<file path="src/rtl/ber_pkg.sv">
// ber_pkg: shared types and defaults for the bit-error-rate monitor.
//   state_e   : monitor state (skip warm-up bits, count, hold at saturation)
//   DEF_*     : default parameter values for ber_monitor
package ber_pkg;

   localparam int STATE_W   = 2;
   localparam int DEF_DEPTH = 128;
   localparam int DEF_SKIP  = 16;
   localparam int DEF_CNT_W = 32;

   typedef enum logic [STATE_W-1:0] {
      S_SKIP  = 2'd0,
      S_COUNT = 2'd1,
      S_HOLD  = 2'd2
   } state_e;

endpackage

</file>
<file path="src/rtl/bit_fifo.sv">
// bit_fifo: single-bit alignment FIFO holding transmitted bits until the
// decoded copy arrives.
//   clk, rst     : clock, async active-low reset
//   clr_i        : synchronous flush (overrides push/pop)
//   push_i/din_i : write request and data; refused when full unless popping
//   pop_i        : read request; ignored when empty
//   dout_o       : current head bit
//   full_o/empty_o
module bit_fifo #(
   parameter int DEPTH = 8
) (
   input  logic clk,
   input  logic rst,
   input  logic clr_i,
   input  logic push_i,
   input  logic pop_i,
   input  logic din_i,
   output logic dout_o,
   output logic full_o,
   output logic empty_o
);

   localparam int AW = $clog2(DEPTH);

   // One extra pointer bit separates full (MSBs differ) from empty.
   logic [AW:0] wr_ptr_q, rd_ptr_q;
   logic        mem_q [DEPTH];
   logic        do_push, do_pop;

   assign empty_o = (wr_ptr_q == rd_ptr_q);
   assign full_o  = (wr_ptr_q[AW] != rd_ptr_q[AW]) &&
                    (wr_ptr_q[AW-1:0] == rd_ptr_q[AW-1:0]);
   assign do_pop  = pop_i & ~empty_o;
   // A pop frees the head slot in the same cycle, so a full FIFO still accepts.
   assign do_push = push_i & (~full_o | do_pop);
   assign dout_o  = mem_q[rd_ptr_q[AW-1:0]];

   always_ff @(posedge clk or negedge rst) begin
      if (!rst) begin
         wr_ptr_q <= '0;
         rd_ptr_q <= '0;
      end else if (clr_i) begin
         wr_ptr_q <= '0;
         rd_ptr_q <= '0;
      end else begin
         if (do_push) wr_ptr_q <= wr_ptr_q + (AW+1)'(1);
         if (do_pop)  rd_ptr_q <= rd_ptr_q + (AW+1)'(1);
      end
   end

   always_ff @(posedge clk) begin
      if (do_push && !clr_i) mem_q[wr_ptr_q[AW-1:0]] <= din_i;
   end

endmodule

</file>
<file path="src/rtl/ber_monitor.sv">
// ber_monitor: compares decoded bits against the transmitted stream and
// counts bit errors after a warm-up skip window.
//   clk, rst              : clock, async active-low reset
//   clear_i               : sync clear of FIFO, counters, flags and state
//   tx_bit_i/tx_valid_i   : source bits, queued for alignment
//   rx_bit_i/rx_valid_i   : decoded bits, compared against the queue head
//   state_o               : S_SKIP / S_COUNT / S_HOLD
//   bit_count_o/err_count_o : compared bits / mismatches
//   ovf_o/unf_o           : sticky FIFO overflow / underflow
//   err_pulse_o           : one-cycle pulse per counted mismatch
//
// state   | meaning
// S_SKIP  | discarding decoder warm-up pairs
// S_COUNT | comparing pairs and counting errors
// S_HOLD  | bit counter saturated, counters frozen
module ber_monitor
   import ber_pkg::*;
#(
   parameter int DEPTH = DEF_DEPTH,
   parameter int SKIP  = DEF_SKIP,
   parameter int CNT_W = DEF_CNT_W
) (
   input  logic               clk,
   input  logic               rst,
   input  logic               clear_i,
   input  logic               tx_bit_i,
   input  logic               tx_valid_i,
   input  logic               rx_bit_i,
   input  logic               rx_valid_i,
   output logic [STATE_W-1:0] state_o,
   output logic [CNT_W-1:0]   bit_count_o,
   output logic [CNT_W-1:0]   err_count_o,
   output logic               ovf_o,
   output logic               unf_o,
   output logic               err_pulse_o
);

   localparam int             SKW       = (SKIP > 0) ? $clog2(SKIP + 1) : 1;
   localparam logic [SKW-1:0] SKIP_LAST = (SKIP > 0) ? SKW'(SKIP - 1) : '0;
   localparam logic [CNT_W-1:0] CNT_MAX  = '1;
   localparam logic [CNT_W-1:0] CNT_LAST = {{(CNT_W-1){1'b1}}, 1'b0};
   localparam state_e         INIT_ST   = (SKIP == 0) ? S_COUNT : S_SKIP;

   state_e           state_q, state_d;
   logic [SKW-1:0]   skip_q, skip_d;
   logic [CNT_W-1:0] bit_q, bit_d, err_q, err_d;
   logic             ovf_q, ovf_d, unf_q, unf_d, pulse_q, pulse_d;
   logic             head_bit, fifo_full, fifo_empty, pop_ok, mismatch;

   bit_fifo #(.DEPTH(DEPTH)) u_fifo (
      .clk     (clk),
      .rst     (rst),
      .clr_i   (clear_i),
      .push_i  (tx_valid_i),
      .pop_i   (rx_valid_i),
      .din_i   (tx_bit_i),
      .dout_o  (head_bit),
      .full_o  (fifo_full),
      .empty_o (fifo_empty)
   );

   assign pop_ok   = rx_valid_i & ~fifo_empty;
   assign mismatch = head_bit ^ rx_bit_i;

   always_comb begin
      state_d = state_q;
      skip_d  = skip_q;
      bit_d   = bit_q;
      err_d   = err_q;
      pulse_d = 1'b0;
      ovf_d   = ovf_q | (tx_valid_i & fifo_full & ~pop_ok);
      unf_d   = unf_q | (rx_valid_i & fifo_empty);
      if (clear_i) begin
         state_d = INIT_ST;
         skip_d  = '0;
         bit_d   = '0;
         err_d   = '0;
         ovf_d   = 1'b0;
         unf_d   = 1'b0;
      end else if (pop_ok) begin
         unique case (state_q)
            S_SKIP: begin
               skip_d = skip_q + SKW'(1);
               // Leave right after the last skipped pop so the next pair counts.
               if (skip_q == SKIP_LAST) state_d = S_COUNT;
            end
            S_COUNT: begin
               bit_d = bit_q + CNT_W'(1);
               if (mismatch && (err_q != CNT_MAX)) begin
                  err_d   = err_q + CNT_W'(1);
                  pulse_d = 1'b1;
               end
               if (bit_q == CNT_LAST) state_d = S_HOLD;
            end
            default: ;
         endcase
      end
   end

   always_ff @(posedge clk or negedge rst) begin
      if (!rst) begin
         state_q <= INIT_ST;
         skip_q  <= '0;
         bit_q   <= '0;
         err_q   <= '0;
         ovf_q   <= 1'b0;
         unf_q   <= 1'b0;
         pulse_q <= 1'b0;
      end else begin
         state_q <= state_d;
         skip_q  <= skip_d;
         bit_q   <= bit_d;
         err_q   <= err_d;
         ovf_q   <= ovf_d;
         unf_q   <= unf_d;
         pulse_q <= pulse_d;
      end
   end

   assign state_o     = state_q;
   assign bit_count_o = bit_q;
   assign err_count_o = err_q;
   assign ovf_o       = ovf_q;
   assign unf_o       = unf_q;
   assign err_pulse_o = pulse_q;

endmodule
</file>
<file path="config.mk">
export PLATFORM = sky130hd
export DESIGN_NAME = ber_monitor
export DESIGN_NICKNAME = d
export VERILOG_FILES = /design/src/rtl/ber_pkg.sv /design/src/rtl/bit_fifo.sv /design/src/rtl/ber_monitor.sv
export SDC_FILE = /design/constraint.sdc
export NUM_CORES = 1
export LEC_CHECK = 0
export CAP_MARGIN = 20
export CORE_ASPECT_RATIO = 1.75
export CORE_MARGIN = 2
export CORE_UTILIZATION = 50
export CTS_BUF_LIST = sky130_fd_sc_hd__clkbuf_4
export CTS_CLUSTER_DIAMETER = 120
export DETAILED_ROUTE_END_ITERATION = 10
export GPL_TIMING_DRIVEN = 0
export PLACE_DENSITY = 0.66
export SYNTH_ARGS = -nofsm -noshare
export SYNTH_HDL_FRONTEND = slang
export SYNTH_HIERARCHICAL = 1
export SYNTH_SLANG_ARGS = --single-unit
export TNS_END_PERCENT = 50
</file>
<file path="constraint.sdc">
create_clock -name clk -period 4 [get_ports clk]
set_input_delay 0.8 -clock clk [delete_from_list [all_inputs] [get_ports clk]]
set_output_delay 0.8 -clock clk [all_outputs]
set_load 0.02 [all_outputs]
</file>
==> flow_metrics.env <==
export IMPL_antenna_found_initial=1
export IMPL_cp_end_kind="register"
export IMPL_insertion_delay_ns=0.70
export IMPL_boundaryPins=76
export IMPL_relSlewSlack_pct=28.9
export IMPL_cts_sinks=218
export IMPL_die_y_um=198
export IMPL_layout_drive_gt1_share_pct=16.0
export IMPL_wl_mm=27.2
export IMPL_routabilityCongestion=0.931
export IMPL_cts_buffers=53
export IMPL_startpoint_type="register"
export IMPL_ys_flop_type="edfxtp_1"
export IMPL_finalCriticalPeriod_ns=3.82
export IMPL_via_per_inst=5.90
export IMPL_fin_skew_ns=0.0411
export IMPL_max_freq_mhz=262
export IMPL_drc=0
export IMPL_cp_num_buf_inv=1
export IMPL_slowest_stage="or4_4"
export IMPL_hold_buffers=0
export IMPL_io_buffers=75
export IMPL_p_total_mw=4.97
export IMPL_synth_commonest_cells="nor2_1, edfxtp_1, dfrtp_1"
export IMPL_syn_inst=940
export IMPL_leakagePower_nw=4.43
export IMPL_nFillCells=1835
export IMPL_nets=1086
export IMPL_ys_seq_elements=218
export IMPL_critPathKind="register to register"
export IMPL_synth_area_per_cell_um2=11.5
export IMPL_syn_num_nets=954
export IMPL_critPathTopFamily="simple AND/OR/NAND/NOR gates"
export IMPL_final_util_pct=59.3
export IMPL_yosys_cell_count_top_type="nor2_1"
export IMPL_synth_top_area_share_pct=35.7
export IMPL_seqCellArea_um2=6100
export IMPL_vias=8073
export IMPL_die_w_um=115
export IMPL_worstMarginPinSlew_ns=1.06
export IMPL_ir_drop_mv=0.349
export IMPL_die_area_um2=22800
export IMPL_grt_total_usage_pct=24.4
export IMPL_grt_pass1_wl_mm=42.5
export IMPL_seq_power_share_pct=48.8
export IMPL_first_iter_violations=478
export IMPL_initial_utilization_pct=50.5
export IMPL_routedWlPerCell_um=19.9
export IMPL_synth_area_leaders="edfxtp_1, dfrtp_1, nor2_1"
export IMPL_syn_area_um2=10800
export IMPL_cts_clk_slew_worst_paths_ns=0.07
export IMPL_p_clk_share_pct=39.7
export IMPL_required_ns=4.56
export IMPL_clk_path_buf_depth=3
export IMPL_fp_coreArea_um2=21300
export IMPL_synth_cell_types=68
export IMPL_rsz0062_at_grt="false"
export IMPL_fin_crit_sh_pct=95.5
export IMPL_drv_slew=0
export IMPL_crit_chain="buf_2 > nor2b_1 > a22oi_1 > a31oi_1 > nor4bb_1 > a2bb2oi_1 > xnor2_1 > a21o_4 > or4_4 > nor4_1 > mux2_2"
export IMPL_yosysSeqAreaShare_pct=56.6
export IMPL_multi_input_area_um2=4310
export IMPL_synth_top_area_cell="edfxtp_1"
export IMPL_clock_tree_root_cell="clkbuf_4"
export IMPL_dr_pass1_iters=7
export IMPL_cts_tree="built"
export IMPL_path_max_fanout=10
export IMPL_hold_violations=0
export IMPL_area_growth_pct=17.4
export IMPL_synth_edf_count=128
export IMPL_outcome="finished, final reports clean"
export IMPL_post_dp_hpwl_mm=18.8
export IMPL_p_switching_mw=1.23
export IMPL_yosysWarnings=6
export IMPL_hp_class="input pin to async pin"
export IMPL_overflow=0
export IMPL_p_sw_share_pct=24.8
export IMPL_ant_nets=0
export IMPL_setup_violations_final=0
export IMPL_placement_rows=71
export IMPL_max_stage_delay_ns=0.54
export IMPL_cts_setup_buffers=0
export IMPL_synth_async_reset_ratio_pct=41.3
export IMPL_grt_max_degree=108
export IMPL_grt_pass1_vias=8099
export IMPL_drv_cap=0
export IMPL_intPower_mw=3.74
export IMPL_p_per_area_nw_per_um2=393
export IMPL_cp_data_arrival_time_ns=4.38
export IMPL_htree_num_levels=2
export IMPL_power_frac_comb_pct=11.5
registers in the layout, indices dropped and copies added, names as in the netlist:
register,cells
skip_q,5
err_count_o,32
unf_o,1
err_pulse_o,1
u_fifo/wr_ptr_q,8
u_fifo/rd_ptr_q,8
bit_count_o,32
state_o,2
ovf_o,1
u_fifo/mem_q,128
cell families (layout without fill, tap and decap cells):
kind of cell               after synthesis  in the layout  synth area share, %
AOI/OAI and AO/OA                      106            106                 6.61
xor gates and xnor gates                46             46                 3.74
adders and majority gates                7              7                0.814
buffers and inverters                   64            236                 3.44
DFF                                    218            218                 56.6
muxes                                   60             60                 8.30
other                                    0              1                    0
and+or+nand+nor                        439            439                 20.5
power groups by stage:
stage	combinational, mW	clock (mW)	sequential [mW]
global route	0.621	2.15	2.43
finish	0.572	1.97	2.43
CTS	0.572	2.04	2.43
floorplan	0.384	0	2.47
global placement	0.558	0	2.48
detailed placement	0.571	0	2.47
routing by layer:
layer  global-route usage, %  share of wire, %  up-vias
met2                    45.9                55      224
met5                       0                 0        -
li1                        -                 -     3762
met4                    12.5               4.3        0
met3                    4.10               3.9       75
met1                    25.5                36     4012
through the flow:
stage               hold slack (ns)  setup slack [ns]  instance area [µm²]  setup TNS, ns  std cells
CTS                          0.0668            0.0251                12600              0       1367
global route                  0.103            0.0208                12600              0       1368
detailed placement            0.520           -0.0828                11900        -0.0828       1272
finish                        0.113             0.181                12600              0       1368
floorplan                     0.497             0.637                10800              0        940
global placement              0.513             -1.39                11800        -192.37       1270
placed cells by master (no fill, tap or decap), types with 14 or more instances in the layout:
cell type        Yosys  layout
a21oi_1             34      34
clkbuf_4             0      86
clkdlybuf4s50_1      0      73
dfrtp_1             90      89
edfxtp_1           128     128
inv_1               15      15
mux2i_1             24      23
mux4_2              22      22
nand2_1             47      47
nand3_1             38      38
nand4_1             22      22
nor2_1             203     203
nor2b_1             18      18
nor4_1              17      17
o31ai_1             18      18
or4_1               16      16
xnor2_1             32      32
xor2_1              14      14
path summary, 6_finish.rpt:
check	cells past startpoint	to	startpoint	slack, ns
worst max register to register	11	err_count_o[15]	u_fifo/rd_ptr_q[1]	0.18
min in group clk	1	u_fifo/mem_q[70]	tx_bit_i	0.48
worst max-delay path	11	err_count_o[15]	u_fifo/rd_ptr_q[1]	0.18
worst min register to register	2	unf_o	unf_o	0.54
max in group asynchronous	2	err_count_o[5]	rst	3.22
worst min-delay path	1	u_fifo/wr_ptr_q[4]	rst	0.11
cell type report:
cell class              count  area share, %
repair buffers             77           6.33
diodes                      1         0.0198
plain buffers              48           2.54
flip-flops and latches    218           48.2
well taps                 255           2.52
inverters                  16          0.475
clock inverters            10          0.752
multi-input cells         658           34.1
clock buffers              85           5.05
repair_timing:
action,4_1_cts,5_1_grt
setup endpoints to repair,2,19
resized for setup,2,10
cloned,0,0
No activity file was read; power rests on OpenSTA's default activity.
